### config.mk
export PLATFORM = sky130hd
export DESIGN_NAME = btb_assoc_predictor
export DESIGN_NICKNAME = d
export VERILOG_FILES = /design/src/rtl/btb_pkg.sv /design/src/rtl/btb_entry.sv /design/src/rtl/btb_assoc_predictor.sv
export SDC_FILE = /design/constraint.sdc
export NUM_CORES = 1
export LEC_CHECK = 0
export ABC_AREA = 1
export CAP_MARGIN = 20
export CORE_MARGIN = 10
export CORE_UTILIZATION = 59
export DETAILED_ROUTE_END_ITERATION = 16
export GPL_TIMING_DRIVEN = 0
export PLACE_DENSITY = 0.78
export SETUP_SLACK_MARGIN = 0.3
export SLEW_MARGIN = 25
export SYNTH_ARGS = -nofsm -noshare
export SYNTH_HDL_FRONTEND = slang
export SYNTH_HIERARCHICAL = 1
export SYNTH_SLANG_ARGS = --single-unit
### constraint.sdc
create_clock -name clk -period 17.4 [get_ports clk]
set_clock_uncertainty 0.15 [all_clocks]
set_input_delay 3.48 -clock clk [delete_from_list [all_inputs] [get_ports clk]]
set_output_delay 3.48 -clock clk [all_outputs]
set_load 0.02 [all_outputs]
### src/rtl/btb_pkg.sv
// Shared types and helpers for the associative BTB: 2-bit direction counter
// encodings and their saturating step functions.
package btb_pkg;

  typedef enum logic [1:0] {
    SNT = 2'b00,
    WNT = 2'b01,
    WT  = 2'b10,
    ST  = 2'b11
  } ctr_e;

  localparam ctr_e CTR_RST = WNT;

  function automatic ctr_e sat_inc(input ctr_e c);
    return (c == ST) ? ST : ctr_e'(c + 2'b01);
  endfunction

  function automatic ctr_e sat_dec(input ctr_e c);
    return (c == SNT) ? SNT : ctr_e'(c - 2'b01);
  endfunction

endpackage

### src/rtl/btb_entry.sv
// One BTB row: tag/target storage, IF and EX tag compares, direction counter
// and saturating age. Write strobes come pre-decoded from the top.
module btb_entry
  import btb_pkg::*;
#(
  parameter int unsigned PC_W  = 32,
  parameter int unsigned AGE_W = 4
) (
  input  logic             clk_i,
  input  logic             rst_ni,
  input  logic             flush_i,
  input  logic             upd_i,
  input  logic             alloc_i,
  input  logic             age_inc_i,
  input  logic             taken_i,
  input  logic [PC_W-1:0]  if_pc_i,
  input  logic [PC_W-1:0]  ex_pc_i,
  input  logic [PC_W-1:0]  des_i,
  output logic             valid_o,
  output logic             if_hit_o,
  output logic             ex_hit_o,
  output logic             pred_o,
  output logic [PC_W-1:0]  target_o,
  output logic [AGE_W-1:0] age_o
);

  logic             valid_q, valid_d;
  logic [PC_W-1:0]  tag_q, tag_d;
  logic [PC_W-1:0]  tgt_q, tgt_d;
  ctr_e             ctr_q, ctr_d;
  logic [AGE_W-1:0] age_q, age_d;

  always_comb begin
    valid_d = valid_q;
    tag_d   = tag_q;
    tgt_d   = tgt_q;
    ctr_d   = ctr_q;
    age_d   = age_q;
    if (flush_i) begin
      valid_d = 1'b0;
    end else if (alloc_i) begin
      valid_d = 1'b1;
      tag_d   = ex_pc_i;
      tgt_d   = des_i;
      ctr_d   = taken_i ? WT : WNT;
      age_d   = '0;
    end else if (upd_i) begin
      ctr_d = taken_i ? sat_inc(ctr_q) : sat_dec(ctr_q);
      if (taken_i) tgt_d = des_i;
      age_d = '0;
    end else if (age_inc_i && valid_q && (age_q != '1)) begin
      age_d = age_q + 1'b1;
    end
  end

  always_ff @(posedge clk_i or negedge rst_ni) begin
    if (!rst_ni) begin
      valid_q <= 1'b0;
      tag_q   <= '0;
      tgt_q   <= '0;
      ctr_q   <= CTR_RST;
      age_q   <= '0;
    end else begin
      valid_q <= valid_d;
      tag_q   <= tag_d;
      tgt_q   <= tgt_d;
      ctr_q   <= ctr_d;
      age_q   <= age_d;
    end
  end

  // Target is pre-masked so the top can OR-reduce across rows.
  assign if_hit_o = valid_q && (tag_q == if_pc_i);
  assign ex_hit_o = valid_q && (tag_q == ex_pc_i);
  assign pred_o   = if_hit_o && ((ctr_q == WT) || (ctr_q == ST));
  assign target_o = if_hit_o ? tgt_q : '0;
  assign valid_o  = valid_q;
  assign age_o    = age_q;

endmodule

### src/rtl/btb_assoc_predictor.sv
// Fully-associative branch target buffer: combinational IF lookup, EX-stage
// training with invalid-first / oldest-entry replacement.
module btb_assoc_predictor
  import btb_pkg::*;
#(
  parameter int unsigned ENTRIES     = 8,
  parameter int unsigned PC_W        = 32,
  parameter int unsigned AGE_W       = 4,
  parameter int unsigned ALLOC_TAKEN = 0
) (
  input  logic            clk,
  input  logic            rst,
  input  logic            flush,
  input  logic [PC_W-1:0] IF_PC,
  input  logic [PC_W-1:0] EX_PC,
  input  logic            EX_Branch,
  input  logic            Branch_Success,
  input  logic [PC_W-1:0] PC_des_in,
  output logic            IF_PC_hit,
  output logic            EX_PC_hit,
  output logic [PC_W-1:0] PC_des_out,
  output logic            Pred_Jump
);

  localparam int unsigned IDX_W = (ENTRIES > 1) ? $clog2(ENTRIES) : 1;

  logic [ENTRIES-1:0] valid, if_hit, ex_hit, pred, upd, alloc, victim_oh;
  logic [PC_W-1:0]    tgt [ENTRIES];
  logic [AGE_W-1:0]   age [ENTRIES];
  logic               alloc_ok, age_inc, any_inv;
  logic [IDX_W-1:0]   inv_idx, old_idx, victim;
  logic [AGE_W-1:0]   old_age;

  assign alloc_ok = EX_Branch && !EX_PC_hit && ((ALLOC_TAKEN == 0) || Branch_Success);
  assign age_inc  = (EX_Branch && EX_PC_hit) || alloc_ok;
  assign upd      = {ENTRIES{EX_Branch}} & ex_hit;
  assign alloc    = {ENTRIES{alloc_ok}} & victim_oh;

  // Lowest invalid row wins; otherwise strictly-greater age keeps the lowest index on ties.
  always_comb begin
    any_inv   = 1'b0;
    inv_idx   = '0;
    old_idx   = '0;
    old_age   = age[0];
    victim_oh = '0;
    for (int unsigned i = ENTRIES; i > 0; i--) begin
      if (!valid[i-1]) begin
        any_inv = 1'b1;
        inv_idx = IDX_W'(i - 1);
      end
    end
    for (int unsigned i = 1; i < ENTRIES; i++) begin
      if (age[i] > old_age) begin
        old_age = age[i];
        old_idx = IDX_W'(i);
      end
    end
    victim = any_inv ? inv_idx : old_idx;
    for (int unsigned i = 0; i < ENTRIES; i++) begin
      victim_oh[i] = (victim == IDX_W'(i));
    end
  end

  for (genvar g = 0; g < ENTRIES; g++) begin : g_row
    btb_entry #(
      .PC_W (PC_W),
      .AGE_W(AGE_W)
    ) u_entry (
      .clk_i    (clk),
      .rst_ni   (rst),
      .flush_i  (flush),
      .upd_i    (upd[g]),
      .alloc_i  (alloc[g]),
      .age_inc_i(age_inc),
      .taken_i  (Branch_Success),
      .if_pc_i  (IF_PC),
      .ex_pc_i  (EX_PC),
      .des_i    (PC_des_in),
      .valid_o  (valid[g]),
      .if_hit_o (if_hit[g]),
      .ex_hit_o (ex_hit[g]),
      .pred_o   (pred[g]),
      .target_o (tgt[g]),
      .age_o    (age[g])
    );
  end

  always_comb begin
    PC_des_out = '0;
    for (int unsigned i = 0; i < ENTRIES; i++) begin
      PC_des_out = PC_des_out | tgt[i];
    end
  end

  assign IF_PC_hit = |if_hit;
  assign EX_PC_hit = |ex_hit;
  assign Pred_Jump = |pred;

endmodule

* After elaboration in Yosys (flattened, before gate mapping)
Index checks and enable logic that the tools add are counted.
Operators by class: add/sub/neg operators 24, $lt $le $gt $ge 7, equality and inequality tests 47, muxes and demuxes 136, bitwise gates (word level) 10, reductions and logical operators 128
Operators by type and width (number):
- 32-bit two-way mux | 25
- 32-bit == test | 16
- 32-bit bitwise OR | 7
- 4-bit two-way mux | 30
- 2-bit two-way mux | 41
- 2-bit AND reduction | 24
- 2-bit nonzero test | 24
- 3-bit two-way mux | 15
- 1-bit logical AND | 42
- 4-bit by 1-bit adder with 4-bit output (second input constant) | 8
- 2-bit == test (second input constant) | 16
- 4-bit inequality test (second input constant) | 8
- 4-bit greater-than comparator | 7
- 1-bit two-way mux | 25
- 3-bit AND reduction | 8
- 3-bit nonzero test | 8
- 8-bit OR reduction | 3
- 2-bit by 1-bit adder with 2-bit output (second input constant) | 8
- 8-bit bitwise AND | 2
- 2-bit logical NOT | 8
- 2-bit by 1-bit subtractor with 2-bit output (second input constant) | 8
- 3-bit == test (second input constant) | 4
- 1-bit logical OR | 9
- 3-bit by 2-bit == test with 1-bit output (second input constant) | 2
- 4 further kinds | 4
Word-level totals: register bits after elaboration 568, bits of input ports 101, output and inout port bits 35, logic and storage cells 392

* Longest topological paths before layout
Gate-level depths: netlist of the first run.
word-level depth 19, mapped depth 75, gate-level depth less buffers 74

* By module
Netlist of the first run, hierarchy kept.
By module, submodules not included:
- btb_entry (g_row[0].u_entry ...) | instances 7, cells each 549, area each 4237.8 um2, seq. area each 1778.0 um2
- btb_entry (g_row[7].u_entry) | instances 1, cells each 534, area each 4194.0 um2, seq. area each 1778.0 um2
- btb_assoc_predictor | instances 1, cells each 376, area each 2028.2 um2, seq. area each 0.0 um2

* Worst setup path after synthesis of the first run
Ideal clock, no wire load.
kind register to register, from reg g_row[0].u_entry.age_q[2], to reg g_row[3].u_entry.tgt_q[20], setup time 120 ps, arrival 8203 ps, required time 17130 ps, slack 8928 ps, stages on the path, launching flop included 68, path buffers 2, clock period less this slack 8472 ps, cells stage by stage dfrtp_1 inv_1 ha_1 nand2_1 inv_2 nand2_1 nand2_2 nand2_4 nand2_1 o21ai_0 ha_1 inv_1 o21bai_1 nand4_1 nand2_4 nand2_4 a21oi_1 inv_1 [... 32 more ...] nor2_1 o21ai_0 a32oi_1 inv_1 nand2_1 nor3_1 nand2_2 nand2_1 nand2_1 nor3_1 inv_2 nand2_4 nand2_4 inv_4 o21ai_4 buf_6 nor2_1 a21oi_2
On the way: longest elaborated chain between the ends 19, elaborated cells between the ends (all ways) 27, those cells by class order compare (7); eq/ne (1); mux (15); bitwise (1); reduce/logical (3)
Ends and longest elaborated chain:
- start, declared | line btb_entry.sv:31 | logic [AGE_W-1:0] age_q, age_d;
- start signal, assigned | line btb_entry.sv:68 | age_q <= age_d;
- 4-bit greater-than comparator | line btb_assoc_predictor.sv:53 | if (age[i] > old_age) begin
- 4-bit two-way mux | line btb_assoc_predictor.sv:53
- 4-bit greater-than comparator | line btb_assoc_predictor.sv:53
- 4-bit two-way mux | line btb_assoc_predictor.sv:53
- 4-bit greater-than comparator | line btb_assoc_predictor.sv:53
- 4-bit two-way mux | line btb_assoc_predictor.sv:53
- 4-bit greater-than comparator | line btb_assoc_predictor.sv:53
- 4-bit two-way mux | line btb_assoc_predictor.sv:53
- [... 4 more ...]
- 4-bit greater-than comparator | line btb_assoc_predictor.sv:53
- 3-bit two-way mux (*) | line btb_assoc_predictor.sv:53
- 3-bit two-way mux (*) | line btb_assoc_predictor.sv:58 | victim = any_inv ? inv_idx : old_idx;
- 3-bit by 2-bit == test with 1-bit output (*) | line btb_assoc_predictor.sv:60 | victim_oh[i] = (victim == IDX_W'(i));
- 8-bit bitwise AND (*) | line btb_assoc_predictor.sv:37 | assign alloc = {ENTRIES{alloc_ok}} & victim_oh;
- net alloc[3] | line btb_assoc_predictor.sv:27 | logic [ENTRIES-1:0] valid, if_hit, ex_hit, pred, upd, alloc, victim_oh;
- 2-bit nonzero test (no source line)
- 3-bit AND reduction (no source line)
- end signal, assigned | line btb_entry.sv:66 | tgt_q <= tgt_d;
- end, declared | line btb_entry.sv:29 | logic [PC_W-1:0] tgt_q, tgt_d;
The timed path passes the listed nets; every way through them passes the cells marked *. A chain may end at the register's enable or synchronous reset.

==> results of run 1 <==
==> worst max-delay path: stages <==
cell and delay (ps):
clkdlybuf4s50_1 1080, o21ai_0 500, nor2_1 70, nand2_1 120, nor2_2 60, nand3_4 200
buf_6 240, nor3_2 60, nor4_1 520, nand2_1 200, clkdlybuf4s50_1 580
==> path summary, 6_finish.rpt <==
path / cells past startpoint / end / slack, ps / startpoint
max in group asynchronous: 5 / g_row[7].u_entry/tag_q[19] / 12410 / rst
worst min register to register: 2 / g_row[2].u_entry/ctr_q[0] / 340 / g_row[2].u_entry/ctr_q[0]
min in group asynchronous: 1 / g_row[0].u_entry/tgt_q[5] / 2650 / rst
worst max register to register: 63 / g_row[7].u_entry/tag_q[21] / 7270 / g_row[0].u_entry/age_o[2]
worst max-delay path: 11 / PC_des_out[24] / 6630 / IF_PC[27]
worst min-delay path: 2 / g_row[2].u_entry/ctr_q[0] / 340 / g_row[2].u_entry/ctr_q[0]
==> metal layers <==
metal / GRT usage / vias to the layer above / part of all wire
li1: - / 15442 / -
met1: 0.4156 / 15480 / 0.38
met2: 0.5339 / 1752 / 0.44
met3: 0.08393 / 503 / 0.11
met4: 0.2048 / 0 / 0.069
met5: 0 / - / 0
==> flip-flops by register name, indices dropped and copies added, names as in the netlist <==
name                   cells
g_row.u_entry/age_o       32
g_row.u_entry/ctr_q       16
g_row.u_entry/tag_q      256
g_row.u_entry/tgt_q      256
g_row.u_entry/valid_o      8
==> power by group through the flow <==
stage | Combinational [mW] | Clock, mW | Sequential [mW]
6_report | 2.67 | 1.39 | 1.62
5_1_grt | 3.13 | 1.45 | 1.64
4_1_cts | 2.67 | 1.40 | 1.62
3_5_place_dp | 2.66 | 0 | 1.64
3_3_place_gp | 2.56 | 0 | 1.64
2_1_floorplan | 2.07 | 0 | 1.61
==> cells by family (layout without fill, tap and decap cells) <==
kind of cell,Yosys count,after routing
and+or+nand+nor,2151,2151
buffers and inverters,1007,1267
AOI/OAI and AO/OA,797,797
DFF,568,568
xor gates and xnor gates,149,149
muxes,51,51
adders and majority gates,30,30
other,0,5
==> area by class of cell <==
type                    count  area [um^2]  area share
multi-input cells        3178        17210      0.4262
flip-flops and latches    568        14220      0.3522
inverters                 860         3248     0.08043
clock buffers              92         1839     0.04554
repair buffers            143         1384     0.03427
plain buffers             147         1205     0.02984
well taps                 782        978.4     0.02423
clock inverters            25        284.0    0.007033
diodes                      5        12.51   0.0003098
==> stage by stage <==
step,utilization,instance area [um^2],TNS (ps)
2_1_floorplan,-,35890,0
3_3_place_gp,0.6342,38210,-7434860
3_5_place_dp,0.6351,38260,0
4_1_cts,0.6704,40390,0
5_1_grt,0.6702,40380,0
6_report,0.6703,40390,0
==> cell usage in the layout, fill, tap and decap left out, types with 9 or more instances in the layout <==
master           count
nor2_1             598
clkdlybuf4s50_1     94
inv_2              142
nand3_1             62
a21oi_1            324
nand3_2             12
inv_1              708
nor4_1              70
nor2_2              34
xnor2_1             70
buf_6               71
mux2_2              51
xor2_1              79
clkbuf_1            49
o21ai_0            287
or2_2                9
clkbuf_16           66
nor3_1              61
dfrtp_1            560
o221ai_1            16
buf_2               57
nand4_1             36
nor3_2             232
nand2_1            992
nand2_4             21
a21oi_2             51
clkbuf_8             9
nand2_2             12
o21ai_1             21
buf_4               26
ha_1                30
o22ai_1             49
==> synthesized netlist by cell type, drive strengths merged <==
library cell     n
a21oi          375
a31o             1
a31oi            8
a32oi            1
buf            115
clkbuf          32
clkinv           2
dfrtp          560
dfstp            8
ha              30
inv            858
mux2            51
nand2         1025
nand3           82
nand3b           2
nand4           37
nor2           633
nor3           293
nor4            70
o2111ai          8
o211ai           8
o21a             3
o21ai          324
o21bai           4
o221ai          16
o22ai           49
or2              9
xnor2           70
xor2            79
==> impl_metrics.json, run 1 <==
{
  "outcome": "complete, no violations",
  "place_inst": 5678,
  "htreeDepth": 3,
  "wl_per_cell_um": 20.90,
  "synth-compound-area-share": 0.1256,
  "cts-hold-fix-buffers": 0,
  "grt_max_degree": 92,
  "synthDistinctLibCells": 45,
  "hold-worst-slack_ps": 343.8,
  "grt-ovfl-total": 0,
  "antenna_left": 0,
  "synth_top_cell_by_area": "dfrtp_1",
  "syn_area_per_cell_um2": 7.550,
  "timing.final.ws_setup_ps": 6633,
  "power_leakage_nw": 20.04,
  "dr.pass1.iters": 6,
  "seq_area_frac_synth": 0.3963,
  "track_usage": 0.3388,
  "ios": 136,
  "die_h_um": 266.6,
  "worstHoldPathType": "flop to flop",
  "routed_wl_um": 121200,
  "crit_required_ps": 13770,
  "final_cells": 5800,
  "synth_top_family_by_area": "simple AND/OR/NAND/NOR gates",
  "synth_area_leaders": "dfrtp_1 39%, nand2_1 10%, inv_1 7.4%",
  "cts_root_buffer": "clkbuf_16",
  "crit_path_start_kind": "primary input",
  "drv_slew": 0,
  "rsz0062_at_grt": "no",
  "power_frac_clock": 0.244,
  "crit_type": "primary input to output port",
  "synth_xor_area_frac": 0.03636,
  "cts.sinks": 568,
  "cts_tree": "yes",
  "globalplace.congestion": 0.9852,
  "drc": 0,
  "crit_path_end_kind": "output port",
  "arrival_ps": 7140,
  "rows": 90,
  "finalCritPeriodShare": 0.6188,
  "clockBufferDepth": 3,
  "vias_per_cell": 5.720,
  "clock_latency_ps": 630,
  "fmax_ghz": 0.09288,
  "irDropWorstVdd_uv": 393.7,
  "fin_nets": 5095,
  "synth_largest_type_area_fraction": 0.3905,
  "setup-violations-final": 0,
  "yosys.area_share.simple": 0.2912,
  "synth_fp_nets": 4884,
  "p_int_mw": 3.237,
  "seqPwrFrac": 0.285,
  "grt_pass1_vias": 32212,
  "relSlewSlack": 0.1640,
  "antenna_found_initial": 2,
  "grt_pass1_wl_um": 185600,
  "path_max_fanout": 16,
  "switching_share": 0.4301,
  "mappedNetlistArea_mm2": 0.03589,
  "maxCapViolations": 0,
  "die_x_um": 266.6,
  "yosysWarnings": 6,
  "portBuffers": 134,
  "n_fill_cell": 5041,
  "worstMarginPinSlew_ps": 1250,
  "post_cts_buffers": 0,
  "ys_ff_latch": 568,
  "power.total_mw": 5.680,
  "clk_pin_slew_worst_paths_ps": 60,
  "cts_made_buffers": 66,
  "drive_above_1_share": 0.1737,
  "place_hpwl_um": 82530,
  "dr.first_iter.drc_count": 3572,
  "hold_violations": 0,
  "synth_fa_ha_area_frac": 0.01046,
  "period_needed_ps": 10770,
  "area_growth_pct": 12.53,
  "power_frac_comb": 0.471,
  "vias": 33177,
  "cts-resized-gates": 0,
  "die_area_mm2": 0.07109,
  "post-place-ws_ps": 6776,
  "synth_mux_area_frac": 0.01600,
  "core_area_mm2": 0.06025,
  "p_switching_mw": 2.443,
  "power_density_mw_per_mm2": 140.7,
  "start_util": 0.5957,
  "synth_cells": 4753
}
Note: power is estimated with default switching activity, not from simulation.
==> inputs of run 2 (changes only) <==
Clock period 17.4 ns to 11.1 ns, I/O delays scaled along.
==> impl_metrics.json, run 2 (synthesized netlist as in run 1, its figures left out) <==
{
  "place_inst": 5678,
  "ios": 136,
  "htreeDepth": 3,
  "period_needed_ps": 9779,
  "critPathMaxStageDelay_ps": 580,
  "finalCritPeriodShare": 0.8809,
  "crit_path_end_kind": "flop",
  "relSlewSlack": 0.1356,
  "worstHoldPathType": "flop to flop",
  "post-place-ws_ps": 1081,
  "post_cts_buffers": 0,
  "die_area_mm2": 0.07109,
  "critPathMostFrequentCell": "nand2_1",
  "placed_area_mm2": 0.03826,
  "start_util": 0.5957,
  "routed_wl_um": 121400,
  "clock_latency_ps": 630,
  "setup-violations-final": 0,
  "clk_pin_slew_worst_paths_ps": 60,
  "path_max_fanout": 10,
  "cts.sinks": 568,
  "grt_pass1_vias": 32208,
  "reg2reg_setup_slack_ps": 1320,
  "core_area_mm2": 0.06025,
  "worstMarginPinSlew_ps": 1293,
  "final_cells": 5798,
  "crit_type": "flop to flop",
  "crit_required_ps": 11450,
  "clockBufferDepth": 3,
  "hold_violations": 0,
  "crit_path_start_kind": "flop",
  "place_hpwl_um": 82530,
  "fmax_ghz": 0.1023,
  "power_density_mw_per_mm2": 220.3,
  "irDropWorstVdd_uv": 615.5,
  "finalInstanceArea_mm2": 0.04040,
  "grt_pass1_wl_um": 185600,
  "die_h_um": 266.6,
  "vias_per_cell": 5.737,
  "drc": 0,
  "dr.pass1.iters": 6,
  "layout_common_cells": "992 x nand2_1, 708 x inv_1, 595 x nor2_1",
  "area_growth_pct": 12.57,
  "drv_slew": 0,
  "rows": 90,
  "cts_root_buffer": "clkbuf_16",
  "globalplace.congestion": 0.9852,
  "final_util": 0.6706,
  "outcome": "complete, no violations",
  "grt-ovfl-total": 0,
  "power.total_mw": 8.901,
  "drive_above_1_share": 0.1747,
  "rsz0062_at_grt": "yes",
  "maxCapViolations": 0,
  "fin_setup_tns_ps": 0,
  "cts_tree": "yes",
  "vias": 33265,
  "cts_made_buffers": 66,
  "cts-resized-gates": 0,
  "antenna_found_initial": 2,
  "cts-hold-fix-buffers": 0,
  "antenna_left": 0,
  "wl_per_cell_um": 20.93,
  "power_leakage_nw": 20.04,
  "grt_max_degree": 92,
  "final_common_cell": "nand2_1",
  "track_usage": 0.3387,
  "timing.final.ws_setup_ps": 1321,
  "dr.first_iter.drc_count": 3443,
  "portBuffers": 134,
  "fin_nets": 5095,
  "hold-worst-slack_ps": 347.0,
  "n_fill_cell": 5040,
  "arrival_ps": 10130,
  "crit_slowest_cell": "nor3_2",
  "die_x_um": 266.6
}
run 2: final timing paths:
kind,startpoint,to,cells past startpoint
min reg2reg,g_row[2].u_entry/ctr_q[0],g_row[2].u_entry/ctr_q[0],2
min in group asynchronous,rst,g_row[0].u_entry/tgt_q[5],1
max reg2reg,g_row[0].u_entry/age_o[2],g_row[7].u_entry/tag_q[21],63
max,g_row[0].u_entry/age_o[2],g_row[7].u_entry/tag_q[21],63
max in group asynchronous,rst,g_row[6].u_entry/tag_q[10],5
min,g_row[2].u_entry/ctr_q[0],g_row[2].u_entry/ctr_q[0],2
run 2: layer usage:
layer	share of wire	GRT usage
met1	0.37	0.4156
met2	0.44	0.5335
met3	0.11	0.08393
met4	0.071	0.2056
met5	0	0
run 2: area by class of cell:
type,count,area [um^2],area share
diodes,3,7.507,0.0001858
plain buffers,147,1205,0.02983
clock buffers,92,1839,0.04553
clock inverters,25,284.0,0.007031
inverters,860,3248,0.08040
multi-input cells,3178,17230,0.4265
flip-flops and latches,568,14220,0.3521
well taps,782,978.4,0.02422
repair buffers,143,1384,0.03426
run 2: power by group:
| group | switching (mW) | internal [mW] | leakage [nW] |
|---|---|---|---|
| logic | 2.68 | 1.51 | 12.7 |
| registers | 0.204 | 2.33 | 6.26 |
| clock network | 0.943 | 1.23 | 1.04 |
| total | 3.83 | 5.07 | 20.0 |
run 2: critical path: cells and delay by family, from the launching register on:
family	cells	cell delay [ps]
buffers and inverters	12	1300
adder cells (fa/ha/maj)	7	2000
AND/OR/NAND/NOR	31	3660
flip-flops	1	460
AO/OA/AOI/OAI	13	2080
